===== config.mk =====
export PLATFORM = sky130hd
export DESIGN_NAME = uart_frame_scheduler_flat
export DESIGN_NICKNAME = d
export VERILOG_FILES = /design/src/rtl/uart_frame_pkg.sv /design/src/rtl/uart_frame_scheduler_if.sv /design/src/rtl/frame_byte_mux.sv /design/src/rtl/uart_frame_scheduler.sv /design/src/flat_wrapper.sv
export SDC_FILE = /design/constraint.sdc
export NUM_CORES = 1
export LEC_CHECK = 0
export BUFFER_PORTS_ARGS = -buffer_cell sky130_fd_sc_hd__clkbuf_2
export CAP_MARGIN = 0
export CORE_MARGIN = 3
export CORE_UTILIZATION = 45
export CTS_CLUSTER_DIAMETER = 50
export CTS_CLUSTER_SIZE = 12
export DETAILED_ROUTE_END_ITERATION = 8
export GPL_ROUTABILITY_DRIVEN = 0
export GPL_TIMING_DRIVEN = 1
export PLACE_DENSITY = 0.66
export SYNTH_ARGS = -nofsm -noshare
export SYNTH_HDL_FRONTEND = slang
export SYNTH_HIERARCHICAL = 1
export SYNTH_SLANG_ARGS = --single-unit

===== constraint.sdc =====
create_clock -name clk_in -period 2.6 [get_ports clk_in]
set_clock_uncertainty 0.1 [all_clocks]
set_input_delay 0.52 -clock clk_in [delete_from_list [all_inputs] [get_ports clk_in]]
set_output_delay 0.52 -clock clk_in [all_outputs]
set_load 0.005 [all_outputs]

===== src/rtl/uart_frame_pkg.sv =====
// Shared types and helpers for the UART frame scheduler: default sync byte,
// transmit FSM states and the packet length calculation.
package uart_frame_pkg;

  localparam logic [7:0] SYNC_BYTE_DEFAULT = 8'hA5;

  typedef enum logic [1:0] {
    IDLE,
    ISSUE,
    WAIT_HI,
    WAIT_LO
  } state_e;

  // Sync + sequence + payload + checksum.
  function automatic int packet_len(input int slots, input int bytes_per_sample);
    return 3 + slots * bytes_per_sample;
  endfunction

endpackage


===== src/rtl/uart_frame_scheduler_if.sv =====
// Trigger/busy handshake between the frame scheduler (master) and the
// byte-wide UART transmitter (slave).
interface uart_frame_scheduler_if;
  logic [7:0] byte_out;
  logic       byte_valid_out;
  logic       busy_in;

  modport master (
    output byte_out,
    output byte_valid_out,
    input  busy_in
  );

  modport slave (
    input  byte_out,
    input  byte_valid_out,
    output busy_in
  );
endinterface


===== src/rtl/frame_byte_mux.sv =====
// Combinational selection of one packet byte from the latched frame, the
// packet index, the sequence number and the running checksum.
module frame_byte_mux
  import uart_frame_pkg::*;
#(
  parameter int         SLOTS            = 2,
  parameter int         SAMPLE_WIDTH     = 24,
  parameter int         BYTES_PER_SAMPLE = 2,
  parameter logic [7:0] SYNC_BYTE        = SYNC_BYTE_DEFAULT,
  parameter int         IDX_W            = 3
) (
  input  logic [SLOTS-1:0][SAMPLE_WIDTH-1:0] samples_in,
  input  logic [IDX_W-1:0]                   idx_in,
  input  logic [7:0]                         seq_in,
  input  logic [7:0]                         csum_in,
  output logic [7:0]                         byte_out
);

  localparam int PAYLOAD_N = SLOTS * BYTES_PER_SAMPLE;
  localparam int PKT_LEN   = packet_len(SLOTS, BYTES_PER_SAMPLE);

  logic [7:0] payload [PAYLOAD_N];
  // Low-order sample bits beyond BYTES_PER_SAMPLE are never transmitted.
  logic       unused_sample_bits;

  assign unused_sample_bits = ^samples_in;

  genvar gi;
  generate
    for (gi = 0; gi < PAYLOAD_N; gi++) begin : g_payload
      assign payload[gi] =
        samples_in[gi / BYTES_PER_SAMPLE][SAMPLE_WIDTH-1-8*(gi % BYTES_PER_SAMPLE) -: 8];
    end
  endgenerate

  always_comb begin
    byte_out = SYNC_BYTE;
    if (idx_in == IDX_W'(1)) begin
      byte_out = seq_in;
    end else if (idx_in == IDX_W'(PKT_LEN - 1)) begin
      byte_out = csum_in;
    end else begin
      for (int p = 0; p < PAYLOAD_N; p++) begin
        if (idx_in == IDX_W'(p + 2)) begin
          byte_out = payload[p];
        end
      end
    end
  end

endmodule


===== src/rtl/uart_frame_scheduler.sv =====
// Captures all TDM slot samples on each new frame and serialises them as a
// sync/seq/payload/checksum packet through the shared UART transmitter.
module uart_frame_scheduler
  import uart_frame_pkg::*;
#(
  parameter int         SLOTS            = 2,
  parameter int         SAMPLE_WIDTH     = 24,
  parameter int         BYTES_PER_SAMPLE = 2,
  parameter logic [7:0] SYNC_BYTE        = SYNC_BYTE_DEFAULT
) (
  input  logic                              clk_in,
  input  logic                              rst_n_in,
  input  logic                              en_in,
  input  logic [SLOTS-1:0][SAMPLE_WIDTH-1:0] audio_in,
  input  logic                              audio_valid_in,
  uart_frame_scheduler_if.master            tx_if,
  output logic                              frame_active_out,
  output logic [7:0]                        seq_out,
  output logic [15:0]                       overrun_count_out
);

  localparam int PKT_LEN = packet_len(SLOTS, BYTES_PER_SAMPLE);
  localparam int IDX_W   = $clog2(PKT_LEN);

  typedef logic [SLOTS-1:0][SAMPLE_WIDTH-1:0] frame_t;

  state_e           state_q,    state_d;
  logic             pending_q,  pending_d;
  frame_t           pend_buf_q, pend_buf_d;
  frame_t           tx_buf_q,   tx_buf_d;
  logic [IDX_W-1:0] idx_q,      idx_d;
  logic [7:0]       seq_q,      seq_d;
  logic [15:0]      ovr_q,      ovr_d;
  logic [7:0]       byte_q,     byte_d;
  logic             valid_q,    valid_d;
  logic             active_q,   active_d;
  logic [7:0]       csum_q,     csum_d;
  logic             av_prev_q,  av_prev_d;

  logic       capture;
  logic       consume;
  logic [7:0] mux_byte;

  frame_byte_mux #(
    .SLOTS            (SLOTS),
    .SAMPLE_WIDTH     (SAMPLE_WIDTH),
    .BYTES_PER_SAMPLE (BYTES_PER_SAMPLE),
    .SYNC_BYTE        (SYNC_BYTE),
    .IDX_W            (IDX_W)
  ) u_mux (
    .samples_in (tx_buf_q),
    .idx_in     (idx_q),
    .seq_in     (seq_q),
    .csum_in    (csum_q),
    .byte_out   (mux_byte)
  );

  assign capture = audio_valid_in && !av_prev_q;

  always_comb begin
    state_d    = state_q;
    pending_d  = pending_q;
    pend_buf_d = pend_buf_q;
    tx_buf_d   = tx_buf_q;
    idx_d      = idx_q;
    seq_d      = seq_q;
    ovr_d      = ovr_q;
    byte_d     = byte_q;
    valid_d    = 1'b0;
    active_d   = active_q;
    csum_d     = csum_q;
    av_prev_d  = audio_valid_in;
    consume    = 1'b0;

    case (state_q)
      IDLE: begin
        if (pending_q && en_in && !tx_if.busy_in) begin
          consume   = 1'b1;
          tx_buf_d  = pend_buf_q;
          pending_d = 1'b0;
          idx_d     = '0;
          active_d  = 1'b1;
          state_d   = ISSUE;
        end
      end
      ISSUE: begin
        byte_d  = mux_byte;
        valid_d = 1'b1;
        // Checksum covers bytes 1..L-2, so the sync byte restarts it.
        csum_d  = (idx_q == '0) ? 8'h00 : (csum_q ^ mux_byte);
        state_d = WAIT_HI;
      end
      WAIT_HI: begin
        if (tx_if.busy_in) begin
          state_d = WAIT_LO;
        end
      end
      WAIT_LO: begin
        if (!tx_if.busy_in) begin
          if (idx_q == IDX_W'(PKT_LEN - 1)) begin
            seq_d    = seq_q + 8'd1;
            active_d = 1'b0;
            state_d  = IDLE;
          end else begin
            idx_d   = idx_q + 1'b1;
            state_d = ISSUE;
          end
        end
      end
      default: state_d = IDLE;
    endcase

    // A capture coinciding with IDLE taking the old frame is not a drop.
    if (capture) begin
      pend_buf_d = audio_in;
      pending_d  = 1'b1;
      if (pending_q && !consume && (ovr_q != 16'hFFFF)) begin
        ovr_d = ovr_q + 16'd1;
      end
    end
  end

  always_ff @(posedge clk_in or negedge rst_n_in) begin
    if (!rst_n_in) begin
      state_q    <= IDLE;
      pending_q  <= 1'b0;
      pend_buf_q <= '0;
      tx_buf_q   <= '0;
      idx_q      <= '0;
      seq_q      <= '0;
      ovr_q      <= '0;
      byte_q     <= '0;
      valid_q    <= 1'b0;
      active_q   <= 1'b0;
      csum_q     <= '0;
      av_prev_q  <= 1'b0;
    end else begin
      state_q    <= state_d;
      pending_q  <= pending_d;
      pend_buf_q <= pend_buf_d;
      tx_buf_q   <= tx_buf_d;
      idx_q      <= idx_d;
      seq_q      <= seq_d;
      ovr_q      <= ovr_d;
      byte_q     <= byte_d;
      valid_q    <= valid_d;
      active_q   <= active_d;
      csum_q     <= csum_d;
      av_prev_q  <= av_prev_d;
    end
  end

  assign tx_if.byte_out       = byte_q;
  assign tx_if.byte_valid_out = valid_q;
  assign frame_active_out     = active_q;
  assign seq_out              = seq_q;
  assign overrun_count_out    = ovr_q;

endmodule


===== src/flat_wrapper.sv =====
// flat-port wrapper written by rule: the top's interface ports become plain ports
module uart_frame_scheduler_flat import uart_frame_pkg::*;
#(
  parameter int         SLOTS            = 2,
  parameter int         SAMPLE_WIDTH     = 24,
  parameter int         BYTES_PER_SAMPLE = 2,
  parameter logic [7:0] SYNC_BYTE        = SYNC_BYTE_DEFAULT
)
  (clk_in, rst_n_in, en_in, audio_in, audio_valid_in, frame_active_out, seq_out, overrun_count_out, tx_if_byte_out, tx_if_byte_valid_out, tx_if_busy_in);
  uart_frame_scheduler_if tx_if_i ();
  input  logic clk_in;
  input  logic rst_n_in;
  input  logic en_in;
  input  logic [SLOTS-1:0][SAMPLE_WIDTH-1:0] audio_in;
  input  logic audio_valid_in;
  output logic frame_active_out;
  output logic [7:0] seq_out;
  output logic [15:0] overrun_count_out;
  output wire logic [$bits(tx_if_i.byte_out)-1:0] tx_if_byte_out;
  output wire logic [$bits(tx_if_i.byte_valid_out)-1:0] tx_if_byte_valid_out;
  input wire logic [$bits(tx_if_i.busy_in)-1:0] tx_if_busy_in;
  assign tx_if_byte_out = tx_if_i.byte_out;
  assign tx_if_byte_valid_out = tx_if_i.byte_valid_out;
  assign tx_if_i.busy_in = tx_if_busy_in;
  uart_frame_scheduler #(.SLOTS(SLOTS), .SAMPLE_WIDTH(SAMPLE_WIDTH), .BYTES_PER_SAMPLE(BYTES_PER_SAMPLE), .SYNC_BYTE(SYNC_BYTE)) u_core (.clk_in(clk_in), .rst_n_in(rst_n_in), .en_in(en_in), .audio_in(audio_in), .audio_valid_in(audio_valid_in), .tx_if(tx_if_i), .frame_active_out(frame_active_out), .seq_out(seq_out), .overrun_count_out(overrun_count_out));
endmodule

==> implementation parameters, run 1 <==
Parameter                              Value

Pwr
  Internal power component    0.00495 W
  Leakage power of the design    3.00 nW
  Total design power    0.00712 W
  Fraction of power consumed by the clock network    0.331
  Net switching power    0.00217 W
  Sequential share of power    0.381
  PwrDens    1110 nW/um2
  Combinational power share    0.288
  Sw frac    0.305
  Worst supply voltage drop on vdd    0.462 mV

Floorplanning
  Std-Cell Rows    39
  Core box area    11,500 um2
  Die X-Extent    115 um
  Num ports    87
  Initial cell density of the core    0.463
  Die ar.    13,100 um2
  Vertical extent of the die    115 um

Worst setup path
  Critical path launch point type    flop
  Largest delay contributor family on the critical path    simple AND/OR/NAND/NOR gates
  Req. time, crit path    2.79 ns
  Highest fanout seen on the critical path    24
  Type of destination of the critical path    flop
  Highest cell delay on the worst timing path    0.83 ns
  Max stage delay cell, worst path    sky130_fd_sc_hd__dfrtp_1
  Critical Path AT    2.22 ns
  Cell-by-cell listing of the critical path    and4b_1 -> and4_1 -> nand3_1 -> xnor2_1
  Critical path class    flop to flop
  Crit path buf inv count    0

Min path
  Type of the worst min-delay path    input pin to flop

STA
  Count of endpoints failing hold in the final timing report    0
  Post-route minimum period    2.03 ns
  Unrepaired setup endpoints after global routing    false
  Maximum achievable frequency    492 MHz
  Max-slew violations    0
  Worst-margin pin slew    0.761 ns
  Worst slew margin relative to its limit    0.492
  Final cycle utilization of the critical path    0.781
  Setup slack after layout    0.568 ns
  TNS Setup    0 ns
  Final setup fails    0

Global route
  Initial antenna violation count    0
  First-pass GRT wire length    17,900 um
  Maximum number of pins on one net before global-route repair    42
  Number of global-route vias before repair    3,520
  Sum of overflow across all layers after global routing    0
  Overall fraction of global-route tracks in use    0.178

CTS
  Number of buffers added by the clock tree synthesis step    17
  Source-to-sink clock delay at the later pin of the worst-skew pair    0.41 ns
  Clock input transition at the sequential cells of the worst setup and hold paths    0.05 ns
  Clock Sinks    113
  Clock Root Buffer    sky130_fd_sc_hd__clkbuf_16
  Count of buffers added by post-CTS timing repair for setup    0
  Clock H-tree levels    4
  Maximum root-to-sink buffer count    2
  TritonCTS clock tree    built

Synthesis
  Synth Instances    415
  Post-synthesis net count    478
  Mean Syn Cell Area    12.8 um2
  Yosys warnings    6
  Post-Synthesis Cell Area    5310 um2

Placement
  I/O Buffers    70
  Detail Placement HPWL    7480 um
  Post-place setup slack    0.573 ns

Route
  Via count    3,531
  Via count normalized by instance count    5.45
  Number of DRC markers in iteration 0    145
  Post-route ant nets    0
  Routed Wire Length    10,800 um
  Pre-Repair DR Iteration Count    4
  DR WL/cell    16.6 um
  DRC violation count after routing    0

Layout
  ANT cells    0
  Area growth from synthesis to layout    21.0%
  Share of layout cells above drive strength 1    0.406
  Net count reported at finish    555
  Filler Cell Count    959

Run
  MaxCap Viol Count    0

Run status
  Status    complete, no violations
final timing paths:
check                                               end                    startpoint  slack (ns)  depth (start not counted)
min                                    u_core/av_prev_q                audio_valid_in        0.16                          1
max                                   u_core/seq_out[5]               u_core/idx_q[2]        0.57                          4
min in group asynchronous             u_core/seq_out[1]                      rst_n_in        0.53                          2
max in group asynchronous         u_core/pend_buf_q[19]                      rst_n_in        1.27                          3
max reg2reg                           u_core/seq_out[5]               u_core/idx_q[2]        0.57                          4
min reg2reg                u_core/overrun_count_out[11]  u_core/overrun_count_out[11]        0.39                          1
power groups by stage:
stage | combinational (W) | sequential (W) | clock, W
global route | 0.00227 | 0.00279 | 0.00250
detailed placement | 0.00206 | 0.00274 | 0
CTS | 0.00208 | 0.00272 | 0.00241
global placement | 0.00199 | 0.00271 | 0
finish | 0.00205 | 0.00271 | 0.00236
floorplan | 0.00159 | 0.00259 | 0
repair_timing:
item / CTS / global route
resized for setup: 0 / 0
hold buffers: 1 / 0
hold endpoints to repair: 34 / 0
registers in the layout (all words and copies together), names as in the netlist:
register / flops
u_core/tx_buf_q: 32
u_core/av_prev_q: 1
u_core/pending_q: 1
u_core/csum_q: 8
u_core/seq_out: 8
u_core/pend_buf_q: 32
u_core/idx_q: 3
u_core/tx_if.byte_valid_out: 1
u_core/state_q: 2
u_core/tx_if.byte_out: 8
u_core/overrun_count_out: 16
u_core/frame_active_out: 1
worst reg2reg max path, cell delays in order (launching register included):
cell and delay, ns:
sky130_fd_sc_hd__dfrtp_1 0.83, sky130_fd_sc_hd__and4b_1 0.45, sky130_fd_sc_hd__and4_1 0.29, sky130_fd_sc_hd__nand3_1 0.11, sky130_fd_sc_hd__xnor2_1 0.14
layout by cell type, fill, tap and decap left out, drive strengths merged, types with 2 or more instances in the layout:
| cell | n |
|---|---|
| buf | 11 |
| xor2 | 6 |
| mux2 | 80 |
| nor3 | 3 |
| and3 | 5 |
| mux2i | 9 |
| clkinv | 6 |
| nor2 | 11 |
| and2 | 3 |
| nand2 | 28 |
| o21ai | 29 |
| ha | 10 |
| dfrtp | 113 |
| a21oi | 3 |
| xnor2 | 13 |
| nand4b | 6 |
| nand2b | 4 |
| a31oi | 2 |
| clkbuf | 90 |
| nor3b | 3 |
| and4 | 5 |
| o221a | 4 |
| nand4 | 7 |
| nor2b | 4 |
| nand3 | 12 |
| nand3b | 3 |
| o22ai | 4 |
| o2bb2ai | 4 |
| a22o | 2 |
| bufinv | 3 |
| o221ai | 4 |
| inv | 7 |
| clkinvlp | 2 |
per-layer routing:
metal	vias to the layer above	GRT usage	share of wire
met5	-	0	0
met4	0	0.0808	0.020
met3	12	0.0613	0.052
met2	108	0.260	0.47
met1	1755	0.240	0.46
li1	1656	-	-
through the flow:
stage | hold WS, ns | utilization | std cells | area [um2]
after floorplan | 0.124 | - | 415 | 5310
after global placement | 0.375 | 0.507 | 615 | 5810
after detailed placement | 0.382 | 0.507 | 615 | 5810
after CTS | 0.138 | 0.561 | 648 | 6430
after global routing | 0.147 | 0.561 | 648 | 6430
final | 0.163 | 0.561 | 648 | 6430
area by class of cell:
class / instances / area [um2] / area share
timing repair buffer: 81 / 475 / 0.0740
clock buffer: 21 / 470 / 0.0732
inverter: 7 / 26.3 / 0.00409
tap: 143 / 179 / 0.0278
sequential: 113 / 2830 / 0.440
multi-input combinational: 272 / 2310 / 0.360
clock inverter: 11 / 135 / 0.0210
Power figures use the tool's default switching activity.
==> run 2: changes to the inputs <==
- PLACE_DENSITY: 0.66 -> 0.68
- clock period: 2.6 -> 1.7 ns (I/O delays scaled with it)
==> implementation parameters, run 2 (synthesized netlist as in run 1, its figures left out) <==
Parameter                              Value

Floorplanning
  Die X-Extent    115 um (unchanged)
  Die ar.    13,100 um2 (unchanged)
  Vertical extent of the die    115 um (unchanged)
  Core box area    11,500 um2 (unchanged)
  Num ports    87 (unchanged)
  Initial cell density of the core    0.463 (unchanged)
  Std-Cell Rows    39 (unchanged)

CTS
  Maximum root-to-sink buffer count    2 (unchanged)
  Number of buffers added by the clock tree synthesis step    17 (unchanged)
  Clock H-tree levels    4 (unchanged)
  TritonCTS clock tree    built (unchanged)
  Source-to-sink clock delay at the later pin of the worst-skew pair    0.41 ns (about the same)
  Clock Root Buffer    sky130_fd_sc_hd__clkbuf_16 (unchanged)
  Clock input transition at the sequential cells of the worst setup and hold paths    0.05 ns (about the same)
  Clock Sinks    113 (unchanged)

Layout
  Share of layout cells above drive strength 1    0.505 (was 0.406)
  Area growth from synthesis to layout    31.4% (was 21.0%)
  Commonest non-fill, non-tap cells in the layout    110 x sky130_fd_sc_hd__dfrtp_1, 69 x sky130_fd_sc_hd__clkbuf_2, 65 x sky130_fd_sc_hd__mux2_2 (was 113 x sky130_fd_sc_hd__dfrtp_1, 69 x sky130_fd_sc_hd__clkbuf_2, 66 x sky130_fd_sc_hd__mux2_2)
  Final core area utilization    0.609 (was 0.561)
  Net count reported at finish    595 (was 555)
  Final instance count without filler cells    686 (was 648)
  Most common cell after layout, fill and taps aside    sky130_fd_sc_hd__dfrtp_1 (unchanged)
  ANT cells    0 (unchanged)

Worst setup path
  Largest delay contributor family on the critical path    simple AND/OR/NAND/NOR gates (unchanged)
  Highest fanout seen on the critical path    11 (was 24)
  Crit path buf inv count    2 (was 0)
  Critical Path AT    1.93 ns (was 2.22 ns)
  Register-to-Register Path Depth    6 (was 4)
  Req. time, crit path    1.89 ns (was 2.79 ns)
  Critical path launch point type    flop (unchanged)
  Startpoint of the worst-slack reg-to-reg timing path    u_core/state_q[1] (was u_core/idx_q[2])
  Type of destination of the critical path    flop (unchanged)
  Highest cell delay on the worst timing path    0.37 ns (was 0.83 ns)
  Critical path class    flop to flop (unchanged)
  Cell-by-cell listing of the critical path    inv_2 -> ha_4 -> and3b_2 -> nand2_4 -> buf_12 -> mux2_2 (was and4b_1 -> and4_1 -> nand3_1 -> xnor2_1)
  Capture point of the worst reg-to-reg path    u_core/tx_buf_q[35] (was u_core/seq_out[5])
  Max stage delay cell, worst path    sky130_fd_sc_hd__dfrtp_1 (unchanged)
  FF-to-FF setup slack    -0.04 ns (was 0.57 ns)

Global route
  First-pass GRT wire length    19,100 um (was 17,900 um)
  Maximum number of pins on one net before global-route repair    39 (was 42)
  Number of global-route vias before repair    3,856 (was 3,520)
  Overall fraction of global-route tracks in use    0.190 (was 0.178)
  Sum of overflow across all layers after global routing    0 (unchanged)
  Initial antenna violation count    0 (unchanged)

Route
  Via count normalized by instance count    5.34 (was 5.45)
  Routed Wire Length    11,600 um (was 10,800 um)
  DRC violation count after routing    0 (unchanged)
  Post-route ant nets    0 (unchanged)
  DR WL/cell    17.0 um (was 16.6 um)
  Via count    3,665 (was 3,531)
  Number of DRC markers in iteration 0    108 (was 145)
  Pre-Repair DR Iteration Count    4 (unchanged)

Min path
  Worst min-delay path endpoint    u_core/pend_buf_q[35] (was u_core/av_prev_q)
  Cell count of the worst hold path    2 (was 1)
  Worst hold path startpoint    audio_in[35] (was audio_valid_in)
  Type of the worst min-delay path    input pin to flop (unchanged)

STA
  Count of endpoints failing hold in the final timing report    0 (unchanged)
  Maximum achievable frequency    575 MHz (was 492 MHz)
  Final cycle utilization of the critical path    1.02 (was 0.781)
  Final setup fails    24 (was 0)
  Max-slew violations    0 (unchanged)
  Post-route minimum period    1.74 ns (was 2.03 ns)
  TNS Setup    -0.444 ns (was 0 ns)
  Worst-margin pin slew    0.440 ns (was 0.761 ns)
  Unrepaired setup endpoints after global routing    true (was false)
  Worst slew margin relative to its limit    0.707 (was 0.492)
  Setup slack after layout    -0.0389 ns (was 0.568 ns)

Run
  MaxCap Viol Count    0 (unchanged)

Pwr
  Net switching power    0.00361 W (was 0.00217 W)
  Sequential share of power    0.355 (was 0.381)
  Fraction of power consumed by the clock network    0.287 (was 0.331)
  PwrDens    1660 nW/um2 (was 1110 nW/um2)
  Internal power component    0.00800 W (was 0.00495 W)
  Leakage power of the design    3.26 nW (was 3.00 nW)
  Sw frac    0.311 (was 0.305)
  Worst supply voltage drop on vdd    1.08 mV (was 0.462 mV)
  Combinational power share    0.357 (was 0.288)

Run status
  Violated checks    negative setup slack
  Status    finished, violations left (was complete, no violations)

Placement
  I/O Buffers    70 (unchanged)
  Detail Placement HPWL    8030 um (was 7480 um)
  Instance count after placement with tap cells included    641 (was 615)
## run 2: cell types whose count changed in the layout (fill, tap and decap cells not counted), moves of 4 or more
cell,before,now
sky130_fd_sc_hd__buf_4,8,36
sky130_fd_sc_hd__buf_12,3,7
sky130_fd_sc_hd__o21ai_1,7,11
sky130_fd_sc_hd__nand3_2,0,5
sky130_fd_sc_hd__o21ai_2,0,7
sky130_fd_sc_hd__nand3_1,12,6
sky130_fd_sc_hd__o21ai_0,22,11
sky130_fd_sc_hd__buf_6,0,4
## run 2: power by group through the flow
stage | clock network (W) | logic [W] | registers, W
floorplan | 0 | 0.00246 | 0.00397
global placement | 0 | 0.00352 | 0.00408
detailed placement | 0 | 0.00366 | 0.00412
CTS | 0.00340 | 0.00386 | 0.00410
global route | 0.00354 | 0.00452 | 0.00422
finish | 0.00334 | 0.00415 | 0.00412
## run 2: worst max path at each step
stage / start / depth (start not counted) / end
final: u_core/state_q[1] / 6 / u_core/tx_buf_q[35]
after global routing: u_core/idx_q[0] / 7 / u_core/csum_q[3]
after CTS: u_core/state_q[0] / 7 / u_core/overrun_count_out[1]
after detailed placement: u_core/state_q[1] / 6 / u_core/tx_buf_q[35]
after global placement: u_core/idx_q[0] / 5 / u_core/tx_if.byte_out[3]
after floorplan: u_core/state_q[0] / 7 / u_core/tx_buf_q[36]
## run 2: metal layers
layer	share of wire	wire [um]	GRT usage
met5	0	0	0
met4	0.023	272	0.0887
met3	0.043	503	0.0576
met2	0.49	5700	0.303
met1	0.44	5180	0.236
## run 2: metrics by stage
step	setup WS [ns]	instance area, um2	power, W	hold WS (ns)
after floorplan	0.00287	5330	0.00643	-0.0556
after global routing	-0.107	6980	0.0123	0.0429
after CTS	-0.0499	6750	0.0114	0.0423
after global placement	-0.0230	6070	0.00760	0.212
final	-0.0389	6980	0.0116	0.0586
after detailed placement	-0.0874	6070	0.00778	0.219
## run 2: area by class of cell
class                   count  area (um2)
clock buffers              23         468
clock inverters             7        85.1
fillers                   894        4480
inverters                   7        26.3
multi-input cells         272        2490
flip-flops and latches    113        2830
well taps                 143         179
repair buffers            121         898
## run 2: worst register-to-register path, delay by kind of cell (launching register included)
kind	cells	cell delay [ns]
adder cells (fa/ha/maj)	1	0.16
buffers and inverters	2	0.23
flip-flops	1	0.37
multiplexers	1	0.35
AND/OR/NAND/NOR	2	0.40
## run 2: timing repair
item	4_1_cts	5_1_grt
hold endpoints to repair	27	0
hold buffers	2	0
resized for setup	15	38
pin swaps	3	16
buffers inserted	5	5
gates cloned	1	2
setup endpoints to repair	50	63
